<file path="config.mk">
export PLATFORM = sky130hd
export DESIGN_NAME = fb_arbiter
export DESIGN_NICKNAME = d
export VERILOG_FILES = /design/src/rtl/fb_arbiter.sv
export SDC_FILE = /design/constraint.sdc
export NUM_CORES = 1
export LEC_CHECK = 0
export CAP_MARGIN = 20
export CORE_MARGIN = 10
export CORE_UTILIZATION = 34
export CTS_BUF_LIST = sky130_fd_sc_hd__clkbuf_16
export CTS_CLUSTER_DIAMETER = 80
export DETAILED_ROUTE_END_ITERATION = 10
export GPL_TIMING_DRIVEN = 0
export PLACE_DENSITY = 0.67
export SLEW_MARGIN = 20
export SYNTH_ARGS = -nofsm -noshare
export SYNTH_HDL_FRONTEND = slang
export SYNTH_SLANG_ARGS = --single-unit
</file>
<file path="constraint.sdc">
create_clock -name clock -period 3.19 [get_ports clock]
set_input_delay 0.957 -clock clock [delete_from_list [all_inputs] [get_ports clock]]
set_output_delay 0.957 -clock clock [all_outputs]
set_load 0.01 [all_outputs]
</file>
<file path="src/rtl/fb_arbiter.sv">
// fb_arbiter: single-port framebuffer arbiter; display reads > cell read-modify-write > clear.
// Optional background clear engine is built only when FB_CLEAR_EN is defined.
module fb_arbiter #(
  parameter int WORDS_PER_LINE = 80,
  parameter int LINES          = 480,
  parameter int ADDR_W         = 16
) (
  input  logic              clock,
  input  logic              reset,
  input  logic              disp_req,
  input  logic [ADDR_W-1:0] disp_addr,
  output logic              disp_valid,
  output logic [15:0]       disp_data,
  input  logic              wr_valid,
  output logic              wr_ready,
  input  logic [9:0]        wr_x,
  input  logic [8:0]        wr_y,
  input  logic [1:0]        wr_t,
  output logic              wr_done,
  output logic [ADDR_W-1:0] mem_addr,
  output logic              mem_we,
  output logic [15:0]       mem_wdata,
  input  logic [15:0]       mem_rdata,
  input  logic              clear_start,
  output logic              clear_busy,
  output logic [1:0]        dbg_state
);

  localparam int DEPTH = WORDS_PER_LINE * LINES;

  typedef enum logic [1:0] {IDLE, W_READ, W_CAPTURE, W_WRITE} state_t;

  // Handshake: a write request transfers in any cycle where wr_valid and wr_ready
  // are both high; exactly one wr_done pulse follows each transferred request.
  state_t            state;
  logic [ADDR_W-1:0] wr_addr;
  logic [2:0]        wr_sel;
  logic [1:0]        wr_type;
  logic [15:0]       hold;
  logic [15:0]       merged;
  logic              accept;
  logic              in_range;
  logic              clr_go;
  logic [ADDR_W-1:0] clr_addr;

  assign dbg_state = state;
  assign disp_data = mem_rdata;
  assign wr_ready  = !reset && (state == IDLE) && !clear_busy;
  assign accept    = wr_valid && wr_ready;
  assign in_range  = (32'(wr_x) < 32'(WORDS_PER_LINE * 8)) && (32'(wr_y) < 32'(LINES));

  always_comb begin
    merged = mem_rdata;
    merged[{wr_sel, 1'b0} +: 2] = wr_type;
  end

  // Port mux: display always wins; the writer and clear engine only use idle cycles.
  always_comb begin
    mem_addr  = '0;
    mem_we    = 1'b0;
    mem_wdata = '0;
    if (!reset) begin
      if (disp_req) begin
        mem_addr = disp_addr;
      end else if (state == W_READ) begin
        mem_addr = wr_addr;
      end else if (state == W_WRITE) begin
        mem_addr  = wr_addr;
        mem_we    = 1'b1;
        mem_wdata = hold;
      end else if (clr_go) begin
        mem_addr = clr_addr;
        mem_we   = 1'b1;
      end
    end
  end

  always_ff @(posedge clock) begin
    if (reset) begin
      state      <= IDLE;
      wr_addr    <= '0;
      wr_sel     <= '0;
      wr_type    <= '0;
      hold       <= '0;
      wr_done    <= 1'b0;
      disp_valid <= 1'b0;
    end else begin
      disp_valid <= disp_req;
      wr_done    <= 1'b0;
      case (state)
        IDLE: begin
          if (accept) begin
            wr_addr <= ADDR_W'(wr_y) * ADDR_W'(WORDS_PER_LINE) + ADDR_W'(wr_x[9:3]);
            wr_sel  <= wr_x[2:0];
            wr_type <= wr_t;
            // Off-screen cells are acknowledged without touching memory.
            if (in_range) state <= W_READ;
            else          wr_done <= 1'b1;
          end
        end
        W_READ: begin
          if (!disp_req) state <= W_CAPTURE;
        end
        W_CAPTURE: begin
          hold  <= merged;
          state <= W_WRITE;
        end
        W_WRITE: begin
          if (!disp_req) begin
            wr_done <= 1'b1;
            state   <= IDLE;
          end
        end
        default: state <= IDLE;
      endcase
    end
  end

`ifdef FB_CLEAR_EN
  logic clear_pend;

  assign clr_go = clear_busy && (state == IDLE) && !disp_req;

  // A clear requested while a write is in flight waits until the writer is idle.
  always_ff @(posedge clock) begin
    if (reset) begin
      clear_busy <= 1'b0;
      clear_pend <= 1'b0;
      clr_addr   <= '0;
    end else if (clear_busy) begin
      if (clr_go) begin
        clr_addr <= clr_addr + {{(ADDR_W-1){1'b0}}, 1'b1};
        if (clr_addr == ADDR_W'(DEPTH - 1)) clear_busy <= 1'b0;
      end
    end else if ((clear_start || clear_pend) && (state == IDLE) && !accept) begin
      clear_busy <= 1'b1;
      clear_pend <= 1'b0;
      clr_addr   <= '0;
    end else if (clear_start) begin
      clear_pend <= 1'b1;
    end
  end
`else
  logic clear_start_unused;

  assign clear_start_unused = clear_start;
  assign clear_busy         = 1'b0;
  assign clr_go             = 1'b0;
  assign clr_addr           = '0;
`endif

endmodule

</file>
==> summary.txt, run 1 <==
Status
  – Status: finished, final reports clean

GRT
  – Total global-route track usage: 14.0%
  – GR met2 Demand/Resource: 24.2%
  – Vias in the first global route: 2,871
  – First-pass GRT wire length: 14,900 um
  – Initial antenna violation count: 0
  – Gr ovfl total: 0
  – GR peak layer: met2
  – Met3 Use GR: 3.04%
  – Grt met1 use: 17.2%
  – Largest net degree at the start of global routing: 14

Routing
  – Initial DRC count: 160
  – Final WL: 9430 um
  – Routed WL per cell: approximately 16 um
  – Vias: approximately 2.9k
  – DRC: 0
  – Vias/cell: 4.92
  – Post-route ant nets: 0
  – Initial DRT Pass Iterations: 4

Yosys
  – Multiplexer area fraction after synthesis: 5.54%
  – Synth cell types: 45
  – Post-synthesis cell count: 356
  – Part of the Yosys area used for sequential elements: around 28%
  – Most numerous cell in the Yosys netlist: dfxtp_1
  – Mapped cell area: around 2900 um^2
  – Top cells by area, synth: dfxtp_1, ha_1, mux2i_1
  – Largest family of logic cells by synthesized area: simple AND/OR/NAND/NOR gates
  – YS warnings: 0
  – Adder-cell area share of the yosys netlist: 11.3%
  – Post-Synth Simple-Gate Area: 25.0%
  – EDFF count, synth: 0
  – Ys async rst share: 0%
  – Ys flop type: dfxtp_1
  – Area leader, netlist: dfxtp_1
  – Yosys top cell area share: 28.4%
  – Seq cells post-synth: 41
  – Synth cell count leaders: dfxtp_1, nand2_1, nor2_1
  – Syn Area/Cell: 8.12 um^2
  – Syn nets: 439
  – Post-Synth XOR/XNOR Area: approximately 3.6%
  – Compound-Gate Fraction of Synth Area: 17.5%

Setup path
  – Crit end category: register
  – Worst setup SP type: primary input
  – CP startpoint: wr_y[0]
  – RR Endpoint: hold[7]
  – Reg2Reg Setup Slack: 770 ps
  – WS Path Type: primary input to register
  – Reg-to-Reg Start: wr_sel[0]
  – Critical path arrival: 3270 ps
  – CP endpoint: wr_addr[14]
  – R2R cell count: 7
  – Crit path max fanout: 5
  – CP Data Required Time: roughly 3400 ps

Power and ir drop
  – Seq pwr share: 32.8%
  – Power Density: 465 nW/um^2
  – Power Internal: around 1300 uW
  – Clock power frac: between 20% and 30%
  – Standby leakage power: 0.00180 uW
  – Logic pwr share: 43.4%
  – Net Sw Frac: a little over a third
  – Net switching power: 727 uW
  – Worst ir drop on vdd: 0.000211 V

Layout
  – Sequential Area: 821 um^2
  – Non-filler cells, final: about 590
  – Fillcell total: just under 800
  – Final net count: 563
  – Design Area, Final: approximately 4400 um^2
  – Area of the multi-input gates: 1950 um^2
  – # diodes: 0
  – Share of layout cells above drive strength 1: 19.1%
  – Layout area overhead: 53.1%
  – Final Util: 53.5%

STA
  – Minimum clock period: 3100 ps
  – Final worst-path setup slack: 90.6 ps
  – Final Cycle Share: 97.2%
  – Pins Over Slew Limit: 0
  – Actual slew at the worst max-slew pin: roughly 610 ps
  – Hold Violations, Final: 0
  – Fmax: 323 MHz
  – Slew margin rel.: 59.2%
  – Final setup viols: 0
  – Clk_skew: approximately 2.5 ps

Worst hold path
  – Hold WC Path Type: register to register

Clocking
  – Clock-pin slew on the worst setup and hold paths: 60 ps
  – Worst skew pair latency: about 280 ps
  – Post-CTS Hold Buffers: 0
  – Max clock buf depth: 2
  – Num Clock Sinks: 41
  – Root buffer cell: clkbuf_16
  – H-tree levels: 2
  – CTS tree: built
  – CTS Buf Count: 5

Placed design
  – Cells after DPL: 571
  – Final HPWL DP: 7450 um
  – Pre-CTS setup slack: -1210 ps
  – GP Congestion: 0.800
  – Port bufs: 110
  – Dpl cell area: 4120 um^2

Floorplanning
  – Die H: 112 um
  – FP Rows: 33
  – Core Area: 8260 um^2
  – Die area: 12,600 um^2
  – Die X: 112 um
  – Starting Density: 35.0%
  – # IOs: 113

Flow run
  – Max Cap Violations: 0
==> worst max-delay path: stages <==
cell	delay (ps)
clkdlybuf4s15_1	190
ha_2	200
ha_4	160
fa_2	390
and4bb_2	300
mux2i_1	90
a211oi_2	300
nand3_1	120
or3_1	360
a31o_1	200
==> power by group through the flow <==
stage	Combinational, uW	Clock, uW	Sequential (uW)
after floorplan	534	0	678
after global placement	818	0	681
after detailed placement	838	0	684
after CTS	883	499	674
after global routing	991	521	687
final	892	491	674
==> area by class of cell <==
cell class	instances	share of cell area, %
Buffer	37	5.74
Clock buffer	5	2.83
Sequential cell	41	18.6
Timing Repair Buffer	117	24.7
Tap cell	105	2.97
Inverter	8	0.679
Clock inverter	3	0.396
Multi-Input combinational cell	270	44.1
==> flip-flops by register name (all words and copies together), names as in the netlist <==
| signal | cells |
|---|---|
| dbg_state | 2 |
| disp_valid | 1 |
| hold | 16 |
| wr_addr | 16 |
| wr_done | 1 |
| wr_sel | 3 |
| wr_type | 2 |
==> cells in the final DEF, fill, tap and decap left out, types with 6 or more instances in the layout <==
| cell | instances |
|---|---|
| clkdlybuf4s50_1 | 67 |
| dfxtp_1 | 41 |
| nand2_1 | 39 |
| nor2_1 | 32 |
| o21ai_0 | 31 |
| buf_4 | 23 |
| and2_1 | 18 |
| ha_1 | 17 |
| nand2b_1 | 16 |
| mux2i_1 | 16 |
| a211oi_1 | 14 |
| clkdlybuf4s15_2 | 14 |
| clkbuf_2 | 13 |
| clkbuf_1 | 13 |
| nand3_1 | 9 |
| inv_1 | 8 |
| dlygate4sd2_1 | 8 |
| a21oi_1 | 7 |
| xnor2_1 | 6 |
| clkbuf_16 | 6 |
| buf_2 | 6 |
==> per-layer routing <==
| layer | vias to the layer above | share of wire, % | wire [um] |
|---|---|---|---|
| met5 | - | 0 | 0 |
| met4 | 0 | 1.4 | 131 |
| met3 | 11 | 4.4 | 412 |
| met2 | 76 | 49 | 4640 |
| met1 | 1331 | 45 | 4240 |
| li1 | 1467 | - | - |
==> kinds of logic after synthesis <==
kind of cell / count (synthesis)
AND/OR/NAND/NOR: 140
AO/OA/AOI/OAI: 76
buffers and inverters: 45
flip-flops: 41
adder cells (fa/ha/maj): 25
multiplexers: 16
XOR/XNOR: 12
other: 1
==> metrics by stage <==
stage | hold slack [ps] | TNS, ps | total power, uW
2_1_floorplan | 453 | 0 | 1210
3_3_place_gp | 469 | -32300 | 1500
3_5_place_dp | 474 | -31360 | 1520
4_1_cts | 482 | 0 | 2060
5_1_grt | 504 | -4.57 | 2200
6_report | 478 | 0 | 2060
==> worst min-delay path by stage <==
| stage | from | end | slack [ps] | depth (start not counted) |
|---|---|---|---|---|
| floorplan | wr_addr[11] | wr_addr[11] | 450 | 2 |
| global placement | hold[4] | hold[4] | 470 | 2 |
| detailed placement | hold[1] | hold[1] | 470 | 2 |
| CTS | hold[1] | hold[1] | 480 | 2 |
| global route | hold[12] | hold[12] | 500 | 2 |
| finish | hold[1] | hold[1] | 480 | 2 |
==> timing repair <==
action                                  in CTS  in global routing
pin swaps                                   14                 13
endpoints found under the setup margin      38                 24
cloned                                       0                  1
resized for setup                          131                 22
setup buffers                                5                  1
No activity file was read; power rests on OpenSTA's default activity.
==> run 2: changes to the inputs <==
--- a/config.mk
+++ b/config.mk
@@ -7,12 +7,12 @@
 export LEC_CHECK = 0
 export CAP_MARGIN = 20
 export CORE_MARGIN = 10
-export CORE_UTILIZATION = 34
+export CORE_UTILIZATION = 32
 export CTS_BUF_LIST = sky130_fd_sc_hd__clkbuf_16
 export CTS_CLUSTER_DIAMETER = 80
 export DETAILED_ROUTE_END_ITERATION = 10
 export GPL_TIMING_DRIVEN = 0
-export PLACE_DENSITY = 0.67
+export PLACE_DENSITY = 0.64
 export SLEW_MARGIN = 20
 export SYNTH_ARGS = -nofsm -noshare
 export SYNTH_HDL_FRONTEND = slang
==> run 2 against run 1 <==
Count of clock-buffer cells in the layout unchanged. Largest cell class unchanged. Core utilization decreased by 2.5 points. Critical path depth unchanged. Combinational power increased by 2%. Critical path type unchanged.
==> summary.txt, run 2 (synthesis gave the netlist of run 1 again) <==
Status
  – Status: finished, final reports clean

Layout
  – Final net count: 566
  – # diodes: 0
  – Top flop regs: hold (16), wr_addr (16), wr_sel (3)
  – Final Util: 51.0%
  – Sequential Area: about 820 um^2
  – Most frequent cells in the layout: clkdlybuf4s50_1, dfxtp_1, nand2_1, nor2_1, o21ai_0
  – Share of layout cells above drive strength 1: between 20 and 25%
  – Layout area overhead: 54.7%
  – Commonest non-fill, non-tap cell in the layout: clkdlybuf4s50_1
  – Area of the multi-input gates: 2010 um^2
  – Fillcell total: 859

Routing
  – Initial DRT Pass Iterations: 4
  – Post-route ant nets: 0
  – Vias: about 2.9k
  – Initial DRC count: approximately 140
  – Vias/cell: 4.84
  – DRC: 0
  – Routed WL per cell: 16.4 um
  – Final WL: 9700 um

Setup path
  – Critical-path top delay cell: fa_2
  – Slowest cell delay on critical path: 420 ps
  – Reg2Reg Setup Slack: 840 ps
  – Critical path, cell by cell: buf_8 > ha_4 > ha_4 > fa_2 > and4bb_2 > mux2i_1 > a211oi_2 > nand3_1 > or3_1 > a31o_1
  – Critical path arrival: 3340 ps
  – CP delay by family, top: simple AND/OR/NAND/NOR gates
  – CP dominant cell by count: ha_4
  – CP Data Required Time: 3360 ps
  – WS Path Type: primary input to register
  – Crit end category: register
  – Worst setup SP type: primary input
  – Crit path max fanout: 5
  – CP bufs+invs: 1

Clocking
  – Max clock buf depth: 2
  – Root buffer cell: clkbuf_16
  – Num Clock Sinks: just over 40
  – CTS tree: built
  – Post-CTS Hold Buffers: 0
  – CTS Buf Count: 5
  – Clock-pin slew on the worst setup and hold paths: 60 ps
  – Worst skew pair latency: 280 ps
  – H-tree levels: 2

Floorplanning
  – Die X: 115 um
  – Die H: 115 um
  – Starting Density: 33.0%
  – FP Rows: 34
  – # IOs: 113
  – Die area: 13,200 um^2
  – Core Area: ~8800 um^2

GRT
  – Vias in the first global route: 2,884
  – Gr ovfl total: 0
  – Largest net degree at the start of global routing: 13
  – Total global-route track usage: a little over an eighth
  – Initial antenna violation count: 0
  – First-pass GRT wire length: 14,900 um

STA
  – Clk_skew: 3.31 ps
  – Fmax: approximately 320 MHz
  – Hold Violations, Final: 0
  – Minimum clock period: 3160 ps
  – Actual slew at the worst max-slew pin: between 600 and 700 ps
  – Slew margin rel.: 59.1%
  – Final setup viols: 0
  – Pins Over Slew Limit: 0
  – Final Cycle Share: 99.2%
  – Final worst-path setup slack: 26.8 ps
  – RSZ-0062 raised after global routing: yes

Power and ir drop
  – Standby leakage power: 0.00182 uW
  – Worst ir drop on vdd: between 0.0002 and 0.0003 V
  – Power Density: 460 nW/um^2

Flow run
  – Max Cap Violations: 0

Placed design
  – GP Congestion: 0.818
  – Pre-CTS setup slack: -1370 ps
  – Final HPWL DP: between 7000 and 8000 um
  – Port bufs: 110

Worst hold path
  – Hold WC Path Type: register to register
==> run 2: cell count changes in the layout (fill, tap and decap cells not counted), sizes merged <==
cell	previous run	this run
clkinv	2	3
clkdlybuf4s15	16	13
dlygate4sd2	8	9
buf	32	33
clkinvlp	1	0
clkbuf	35	39
==> run 2: path summary, 6_finish.rpt <==
kind / end / from / cells after the start
setup / recovery: wr_addr[14] / wr_y[1] / 10
setup reg to reg: hold[6] / wr_sel[0] / 7
hold reg to reg: hold[6] / hold[6] / 2
hold / removal: hold[6] / hold[6] / 2
==> run 2: repair_timing <==
action / in CTS / in global routing
resized for setup: 104 / 56
endpoints found under the setup margin: 38 / 23
pin swaps: 12 / 17
cloned: 0 / 1
buffers inserted: 6 / 3
==> run 2: area by class of cell <==
class / instances / area share (%)
clock inverter: 3 / 0.280
tap: 108 / 3.02
clock buffer: 5 / 2.80
sequential: 41 / 18.4
multi-input combinational: 270 / 44.9
buffer: 37 / 5.49
inverter: 8 / 0.672
timing repair buffer: 120 / 24.5
==> run 2: where the power goes <==
part	leakage, uW	internal, uW	switching, uW	total, uW
logic	0.00142	427	482	909
registers	0.000335	625	50.0	675
clock network	0.0000687	283	190	473
==> run 2: worst register-to-register path: cells and delay by family, from the launching register on <==
kind	cells	cell delay [ps]
buffers and inverters	1	110
adders and majority gates	2	530
DFF	1	400
muxes	1	240
AOI/OAI and AO/OA	1	90
and+or+nand+nor	2	840
==> run 2: per-layer routing <==
layer  share of wire, %  track usage [%]  vias to the layer above  wire [um]
li1                   -                -                     1470          -
met1                 43             16.6                     1318       4200
met2                 49             23.5                       73       4790
met3                6.5             4.06                        6        630
met4               0.77             2.56                        0         75
met5                  0                0                        -          0
==> run 2: per-stage QoR <==
stage / setup TNS (ps) / instances / hold WS, ps / power, uW / cell area [um^2]
3_5_place_dp: -33830 / 574 / 476 / 1520 / 4130
3_3_place_gp: -34130 / 574 / 469 / 1500 / 4130
6_report: 0 / 592 / 483 / 2060 / 4470
4_1_cts: 0 / 588 / 484 / 2040 / 4420
5_1_grt: -99.7 / 592 / 505 / 2200 / 4470
2_1_floorplan: 0 / 356 / 453 / 1210 / 2890
==> run 3: changes to the inputs <==
--- a/config.mk
+++ b/config.mk
@@ -7,12 +7,12 @@
 export LEC_CHECK = 0
 export CAP_MARGIN = 20
 export CORE_MARGIN = 10
-export CORE_UTILIZATION = 32
+export CORE_UTILIZATION = 40
 export CTS_BUF_LIST = sky130_fd_sc_hd__clkbuf_16
 export CTS_CLUSTER_DIAMETER = 80
 export DETAILED_ROUTE_END_ITERATION = 10
 export GPL_TIMING_DRIVEN = 0
-export PLACE_DENSITY = 0.64
+export PLACE_DENSITY = 0.77
 export SLEW_MARGIN = 20
 export SYNTH_ARGS = -nofsm -noshare
 export SYNTH_HDL_FRONTEND = slang
==> run 3 against run 2 <==
Fmax decreased by 1.5%. Final cell count decreased by 1.9%. The run now ends with setup timing left. Global-route usage increased by 2.6 points.
==> summary.txt, run 3 (synthesis gave the netlist of run 1 again) <==
Setup path
  – Critical-path top delay cell: or4_4
  – CP delay by family, top: simple AND/OR/NAND/NOR gates
  – Reg2Reg Setup Slack: ~840 ps
  – CP bufs+invs: 2
  – CP dominant cell by count: ha_4
  – Crit path max fanout: 5
  – Reg-to-Reg Start: wr_sel[0]
  – Critical path, cell by cell: buf_8 > ha_4 > ha_4 > fa_2 > and4bb_2 > mux2i_2 > a211oi_2 > buf_4 > nand3_4 > or4_4 > o211ai_1
  – Slowest cell delay on critical path: roughly 540 ps
  – R2R cell count: 7
  – WS Path Type: primary input to register
  – Worst setup SP type: primary input
  – CP Data Required Time: around 3400 ps
  – Critical path arrival: 3420 ps
  – RR Endpoint: hold[6]
  – Crit end category: register

Power and ir drop
  – Final Total Pwr: roughly 2300 uW
  – Standby leakage power: 0.00188 uW
  – Worst ir drop on vdd: 0.000259 V
  – Power Density: 495 nW/um^2

Worst hold path
  – Hold Path Sink: hold[7]
  – Hold WC Path Type: register to register
  – Worst hold path depth: 2
  – Hold Crit Start: hold[7]

Placed design
  – Dpl cell area: between 4000 and 5000 um^2
  – Port bufs: 110
  – Final HPWL DP: 7220 um
  – GP Congestion: ~0.83

Floorplanning
  – Core Area: 6910 um^2
  – Die H: 105 um
  – Starting Density: 41.8%
  – FP Rows: 30
  – # IOs: about 110
  – Die X: ~100 um
  – Die area: 11,000 um^2

Clocking
  – Root buffer cell: clkbuf_16
  – Clock-pin slew on the worst setup and hold paths: 60 ps
  – Worst skew pair latency: 290 ps
  – CTS tree: built
  – Max clock buf depth: 2
  – H-tree levels: 2
  – CTS Buf Count: 5
  – Num Clock Sinks: 41

Layout
  – Fillcell total: approximately 600
  – Share of layout cells above drive strength 1: 18.4%
  – Design Area, Final: 4550 um^2
  – Layout area overhead: 57.5%
  – Most frequent cells in the layout: clkdlybuf4s50_1, dfxtp_1, nand2_1, nor2_1, o21ai_0
  – # diodes: 0
  – Sequential Area: approximately 820 um^2
  – Final Util: around two thirds
  – Final net count: 567
  – Top flop regs: hold (16), wr_addr (16), wr_sel (3)
  – Commonest non-fill, non-tap cell in the layout: clkdlybuf4s50_1
  – Area of the multi-input gates: approximately 2000 um^2

Flow run
  – Max Cap Violations: 0

GRT
  – Total global-route track usage: between 15 and 20%
  – Initial antenna violation count: 0
  – First-pass GRT wire length: 15,100 um
  – Largest net degree at the start of global routing: 15
  – Gr ovfl total: 0
  – Vias in the first global route: 2,944

STA
  – Slew margin rel.: 52.3%
  – Fmax: 311 MHz
  – RSZ-0062 raised after global routing: yes
  – Final setup TNS: -20.9 ps
  – Pins Over Slew Limit: 0
  – Minimum clock period: 3210 ps
  – Final Cycle Share: 101%
  – Final worst-path setup slack: -20.9 ps
  – Worst hold slack: 480 ps
  – Actual slew at the worst max-slew pin: 708 ps
  – Clk_skew: 4.85 ps
  – Final setup viols: 1
  – Hold Violations, Final: 0

Routing
  – Final WL: 9390 um
  – Vias: 2,928
  – Post-route ant nets: 0
  – DRC: 0
  – Initial DRT Pass Iterations: 4
  – Vias/cell: 5.04
  – Routed WL per cell: 16.2 um
  – Initial DRC count: 119

Status
  – Failing checks: setup timing
  – Status: finished with violations
[run 3: cell count changes in the layout (fill, tap and decap cells not counted), moves of 2 or more]
cell             change
bufinv_16            +2
clkbuf_2            -11
buf_4                +3
ha_1                 +2
ha_4                 -2
dlygate4sd2_1        +8
clkinv_1             -2
clkdlybuf4s15_1      +2
[run 3: area by class of cell]
| cell class | instances | area share [%] |
|---|---|---|
| sequential | 41 | 18.0 |
| multi-input combinational | 270 | 43.9 |
| tap | 96 | 2.64 |
| buffer | 37 | 5.23 |
| timing repair buffer | 121 | 25.3 |
| inverter | 8 | 0.660 |
| clock inverter | 3 | 1.51 |
| clock buffer | 5 | 2.75 |
[run 3: how the worst max path moves through the flow]
stage,startpoint,endpoint,depth (start not counted)
floorplan,wr_y[1],wr_addr[14],9
global placement,reset,mem_wdata[14],6
detailed placement,reset,mem_wdata[5],6
CTS,wr_y[6],wr_addr[14],10
global route,wr_y[2],wr_addr[14],13
finish,wr_y[1],wr_addr[15],11
[run 3: worst min-delay path, delay by kind of cell, from the launching register on]
kind / cells / cell delay (ps)
AOI/OAI and AO/OA: 1 / 50
DFF: 1 / 300
and+or+nand+nor: 1 / 80
[run 3: report_power, final]
group | switching [uW] | internal (uW)
clock network | 210 | 451
registers | 50.1 | 624
logic | 487 | 430
[run 3: timing repair]
item / 4_1_cts / 5_1_grt
pin swaps: 13 / 16
gates resized for setup: 104 / 38
setup endpoints to repair: 38 / 27
hold buffers: 0 / 0
gates cloned: 0 / 0
setup buffers: 7 / 4
[run 3: stage by stage]
stage,cells,setup slack (ps)
5_1_grt,581,-87.0
4_1_cts,577,0.369
2_1_floorplan,356,3.63
3_5_place_dp,562,-1260
6_report,581,-20.9
3_3_place_gp,562,-1220
[run 3: layer usage]
layer / track usage [%] / vias up / routed length (um)
li1: - / 1473 / -
met1: 19.3 / 1358 / 3990
met2: 29.0 / 88 / 4760
met3: 3.69 / 9 / 533
met4: 3.82 / 0 / 101
met5: 0 / - / 0
